[src/rtl/score_bcd_converter.sv]
// score_bcd_converter: sequential binary-to-BCD converter using shift-and-add-3,
// one input bit per clock. The packed BCD digits and the leading-zero blanking
// mask are published together with a one-cycle o_valid pulse, so a reader
// never observes a partially converted value.
module score_bcd_converter #(
   parameter int BIN_W  = 16,
   parameter int DIGITS = 5
) (
   input  logic                  clk,
   input  logic                  rst_n,
   input  logic                  i_start,
   input  logic [BIN_W-1:0]      i_bin,
   output logic [4*DIGITS-1:0]   o_bcd,
   output logic [DIGITS-1:0]     o_digit_en,
   output logic                  o_valid,
   output logic                  o_busy
);

   localparam int CNT_W = (BIN_W > 1) ? $clog2(BIN_W) : 1;
   localparam logic [CNT_W-1:0] LAST_CNT = CNT_W'(BIN_W - 1);

   typedef enum logic [1:0] {
      IDLE,
      SHIFT,
      DONE
   } state_t;

   state_t                state;
   logic [BIN_W-1:0]      bin_sr;
   logic [4*DIGITS-1:0]   bcd_sr;
   logic [4*DIGITS-1:0]   bcd_adj;
   logic [CNT_W-1:0]      cnt;
   logic [DIGITS-1:0]     digit_mask;

   // Add-3 adjust: every digit >= 5 gets +3, independently (no inter-digit carry).
   always_comb begin
      bcd_adj = bcd_sr;
      for (int unsigned d = 0; d < DIGITS; d++) begin
         if (bcd_sr[4*d +: 4] >= 4'd5) begin
            bcd_adj[4*d +: 4] = bcd_sr[4*d +: 4] + 4'd3;
         end
      end
   end

   // Leading-zero mask: a digit is shown if it or any more significant digit is nonzero;
   // the ones digit is always shown.
   always_comb begin
      logic any_nz;
      any_nz     = 1'b0;
      digit_mask = '0;
      for (int unsigned i = 0; i < DIGITS; i++) begin
         any_nz = any_nz | (|bcd_sr[4*(DIGITS-1-i) +: 4]);
         digit_mask[DIGITS-1-i] = any_nz;
      end
      digit_mask[0] = 1'b1;
   end

   // Control FSM, scratch shift registers and registered outputs.
   always_ff @(posedge clk or negedge rst_n) begin
      if (!rst_n) begin
         state      <= IDLE;
         bin_sr     <= '0;
         bcd_sr     <= '0;
         cnt        <= '0;
         o_bcd      <= '0;
         o_digit_en <= DIGITS'(1);
         o_valid    <= 1'b0;
         o_busy     <= 1'b0;
      end else begin
         o_valid <= 1'b0;
         case (state)
            IDLE: begin
               if (i_start) begin
                  bin_sr <= i_bin;
                  bcd_sr <= '0;
                  cnt    <= '0;
                  o_busy <= 1'b1;
                  state  <= SHIFT;
               end
            end
            SHIFT: begin
               // Shift the adjusted digits and the binary MSB in as one wide register.
               bcd_sr <= {bcd_adj[4*DIGITS-2:0], bin_sr[BIN_W-1]};
               bin_sr <= {bin_sr[BIN_W-2:0], 1'b0};
               cnt    <= cnt + 1'b1;
               if (cnt == LAST_CNT) begin
                  state <= DONE;
               end
            end
            DONE: begin
               o_bcd      <= bcd_sr;
               o_digit_en <= digit_mask;
               o_valid    <= 1'b1;
               o_busy     <= 1'b0;
               state      <= IDLE;
            end
            default: begin
               state  <= IDLE;
               o_busy <= 1'b0;
            end
         endcase
      end
   end

endmodule

[config.mk]
export PLATFORM = sky130hd
export DESIGN_NAME = score_bcd_converter
export DESIGN_NICKNAME = d
export VERILOG_FILES = /design/src/rtl/score_bcd_converter.sv
export SDC_FILE = /design/constraint.sdc
export NUM_CORES = 1
export LEC_CHECK = 0
export CORE_MARGIN = 1.5
export CORE_UTILIZATION = 55
export CTS_BUF_LIST = sky130_fd_sc_hd__clkbuf_2
export CTS_CLUSTER_SIZE = 28
export DETAILED_ROUTE_END_ITERATION = 10
export PLACE_DENSITY = 0.91
export RECOVER_POWER = 100
export SETUP_SLACK_MARGIN = 0.02
export SYNTH_ARGS = -nofsm -noshare
export SYNTH_HDL_FRONTEND = slang
export SYNTH_SLANG_ARGS = --single-unit
[constraint.sdc]
create_clock -name clk -period 2.8 [get_ports clk]
set_input_delay 0.56 -clock clk [delete_from_list [all_inputs] [get_ports clk]]
set_output_delay 0.56 -clock clk [all_outputs]
set_load 0.02 [all_outputs]
==> summary.md <==
| Metric | Value |
|---|---|
| Iteration-0 DRC Markers | 264 |
| YS warnings | 0 |
| Reg2reg path depth | 6 |
| Post-CTS sizing | 0 |
| Layout Nets | 407 |
| Register area | 1700 um2 |
| Most common cell after layout, fill and taps aside | dfrtp_1 |
| Worst-Skew Late Latency | 0.51 ns |
| GRT overflow | 0 |
| Inserted Diodes | 0 |
| CTS tree | yes |
| Failing checks | max-capacitance violations, max-slew violations |
| Die span in y | 79.6 um |
| Reg clk slew, reported paths | 0.20 ns |
| CP endpoint | bin_sr[13] |
| H-tree levels | 3 |
| Remaining antenna violation count | 0 |
| Fill count | 400 |
| Initial antenna violation count | 0 |
| Mapped Cells | 327 |
| Worst setup EP type | flip-flop |
| Ys async rst share | 100% |
| GRT Overall Usage | 25.5% |
| Worst path arrival time | 2.73 ns |
| Initial core utilization | 57.9% |
| # rows | 27 |
| First-pass GRT wire length | 12,200 um |
| Clock Tree Buf Depth | 2 |
| Top post-synthesis cells by area | dfrtp_1 (53%), ha_1 (5.8%), nand2_1 (5.8%) |
| Die X | 79.6 um |
| Share of the synthesized area in the top cell type | 52.7% |
| Worst Max-Slew Pin Slew | 1.70 ns |
| Ports | 46 |
| RSZ-0062 raised after global routing | no |
| Period Utilization, post-route | 83.0% |
| Synth Register Bits | 68 |
| Number of synthesized flops with an enable pin | 0 |
| Setup CP Type | reg -> reg |
| Clock sink total | 68 |
| Status | complete, but fails checks |
| Max frequency | 430 MHz |
| Final Max Slew Viols | 30 |
| Setup TNS | 0 ns |
| Worst hold-check path type | in -> async |
| Register area share after synthesis | 52.7% |
| Final setup viols | 0 |
| CTS Hold Buffers Added | 0 |
| Pwr/cell area | 1090 nW/um2 |
| Cell Count Post-Placement | 434 |
| Area leader, netlist | dfrtp_1 |
| Distinct cells, synth | 38 |
| TritonRoute pass-1 iters | 4 |
| Port bufs | 44 |
| Worst Setup Start Kind | flip-flop |
| DRC violations left | 0 |
| Via density | 5.79 |
| Netlist Area Pre-Place | 3230 um2 |
| Crit Path Max Fanout | 19 |
| WL final | 7190 um |
| Static Leak | 1.85 nW |
| Final HPWL DP | 4870 um |
| Final Hold Vio Count | 0 |
| R2R setup slack | 0.48 ns |
| Core footprint | 5570 um2 |
| Maxcap violations | 1 |
| Critical Path Start | state[0] |
| Routed vias | 2,607 |
| Wire per inst | 16.0 um |
| DIE AREA | 6340 um2 |
| Vias in the first global route | 2,587 |
| Post-route insts no fill | 450 |
| Root buf cell | clkbuf_2 |
| Worst clock skew | 0.0224 ns |
| Max IR drop VDD | 0.000547 V |
| Worst Path Required | 3.21 ns |
| Avg Cell Area, Syn | 9.87 um2 |
| R2r endpoint | bin_sr[13] |
| Syn nets | 361 |
| Commonest non-fill, non-tap cells in the layout | dfrtp_1 (68), nand2_1 (50), o21ai_0 (35) |
| Worst R2R Start | state[0] |
| Multi-input logic area | 1380 um2 |
| Layout cells sized above 1 | 6.08% |
| Postcts setup bufs | 0 |
| Min cycle time layout | 2.32 ns |
| GP Congestion | 0.774 |
| Ys flop type | dfrtp_1 |
| Rel. slew slack | -13.2% |
| Num CTS Buffers | 9 |
| Synthesis-to-finish area growth | 20.7% |
| Pin count of the biggest net entering global routing | 40 |
==> cells in the mapped netlist (2+ instances only) <==
cell      instances
dfrtp_1          68
nand2_1          50
o21ai_0          33
a21oi_1          26
a22oi_1          15
ha_1             15
nor2_1           12
inv_1            11
nor2b_1          10
o22ai_1           8
and2b_1           7
buf_2             6
nand2b_1          6
nand3_1           6
a32o_1            5
buf_4             5
o31ai_1           5
xnor2_1           5
clkbuf_1          4
nor3_1            4
o311ai_0          4
nor3b_1           3
a221o_1           2
nor2_2            2
o21ai_1           2
==> where the power goes <==
| part | leakage, nW | total (W) | internal [W] | switching, W |
|---|---|---|---|---|
| logic | 0.846 | 0.00177 | 0.000751 | 0.00102 |
| registers | 0.896 | 0.00165 | 0.00134 | 0.000306 |
| clock network | 0.104 | 0.000828 | 0.000480 | 0.000348 |
==> logic make-up after synthesis <==
group           share of synthesized area [%]
xor+xnor                                 1.63
buf+inv                                  4.57
compound gates                           20.1
flops                                    52.7
simple gates                             15.0
other cells                             0.116
fa+ha+maj                                5.81
==> metrics by stage <==
stage          hold WS [ns]  total power, W  util [%]  setup slack [ns]  area (um2)
6_report              0.449         0.00425      69.9             0.476        3890
5_1_grt               0.536         0.00455      69.9             0.328        3890
4_1_cts              0.0760         0.00430      70.1             0.709        3910
3_5_place_dp          0.470         0.00346      66.9             0.472        3730
3_3_place_gp          0.459         0.00332      66.9             0.528        3730
2_1_floorplan         0.264         0.00284         -              1.30        3230
==> routing by layer <==
metal  GRT usage [%]  up-vias  share of wire [%]  wire length [um]
li1                -     1240                  -                 -
met4            14.9        0                2.7               197
met1            33.3     1258                 43              3110
met5               0        -                  0                 0
met2            39.2       90                 49              3520
met3            5.26       19                5.1               364
==> critical path, stage by stage (launching register included) <==
cell	delay (ns)
dfrtp_1	0.36
clkbuf_1	0.56
inv_1	0.26
nor2_2	0.52
buf_4	0.32
a22oi_1	0.09
o21ai_0	0.13
==> worst min-delay path by stage <==
stage | to | slack, ns | cells after the start
after floorplan | bcd_sr[0] | 0.26 | 0
after global placement | o_bcd[15] | 0.46 | 2
after detailed placement | o_bcd[10] | 0.47 | 2
after CTS | o_bcd[12] | 0.08 | 1
after global routing | o_bcd[7] | 0.54 | 2
final | o_bcd[12] | 0.45 | 1
==> registers in the layout (all words and copies together) (netlist names) <==
register,cells
bin_sr,16
o_bcd,20
state,2
bcd_sr,20
o_digit_en,4
o_valid,1
o_busy,1
cnt,4
==> final cells by class <==
class,count,share of cell area [%]
Inverter,12,1.16
Tap cell,72,2.31
Clock inverter,5,3.18
Timing Repair Buffer,53,12.8
Sequential cell,68,43.7
Clock buffer,11,1.41
Multi-Input combinational cell,229,35.4
Power figures use the tool's default switching activity.
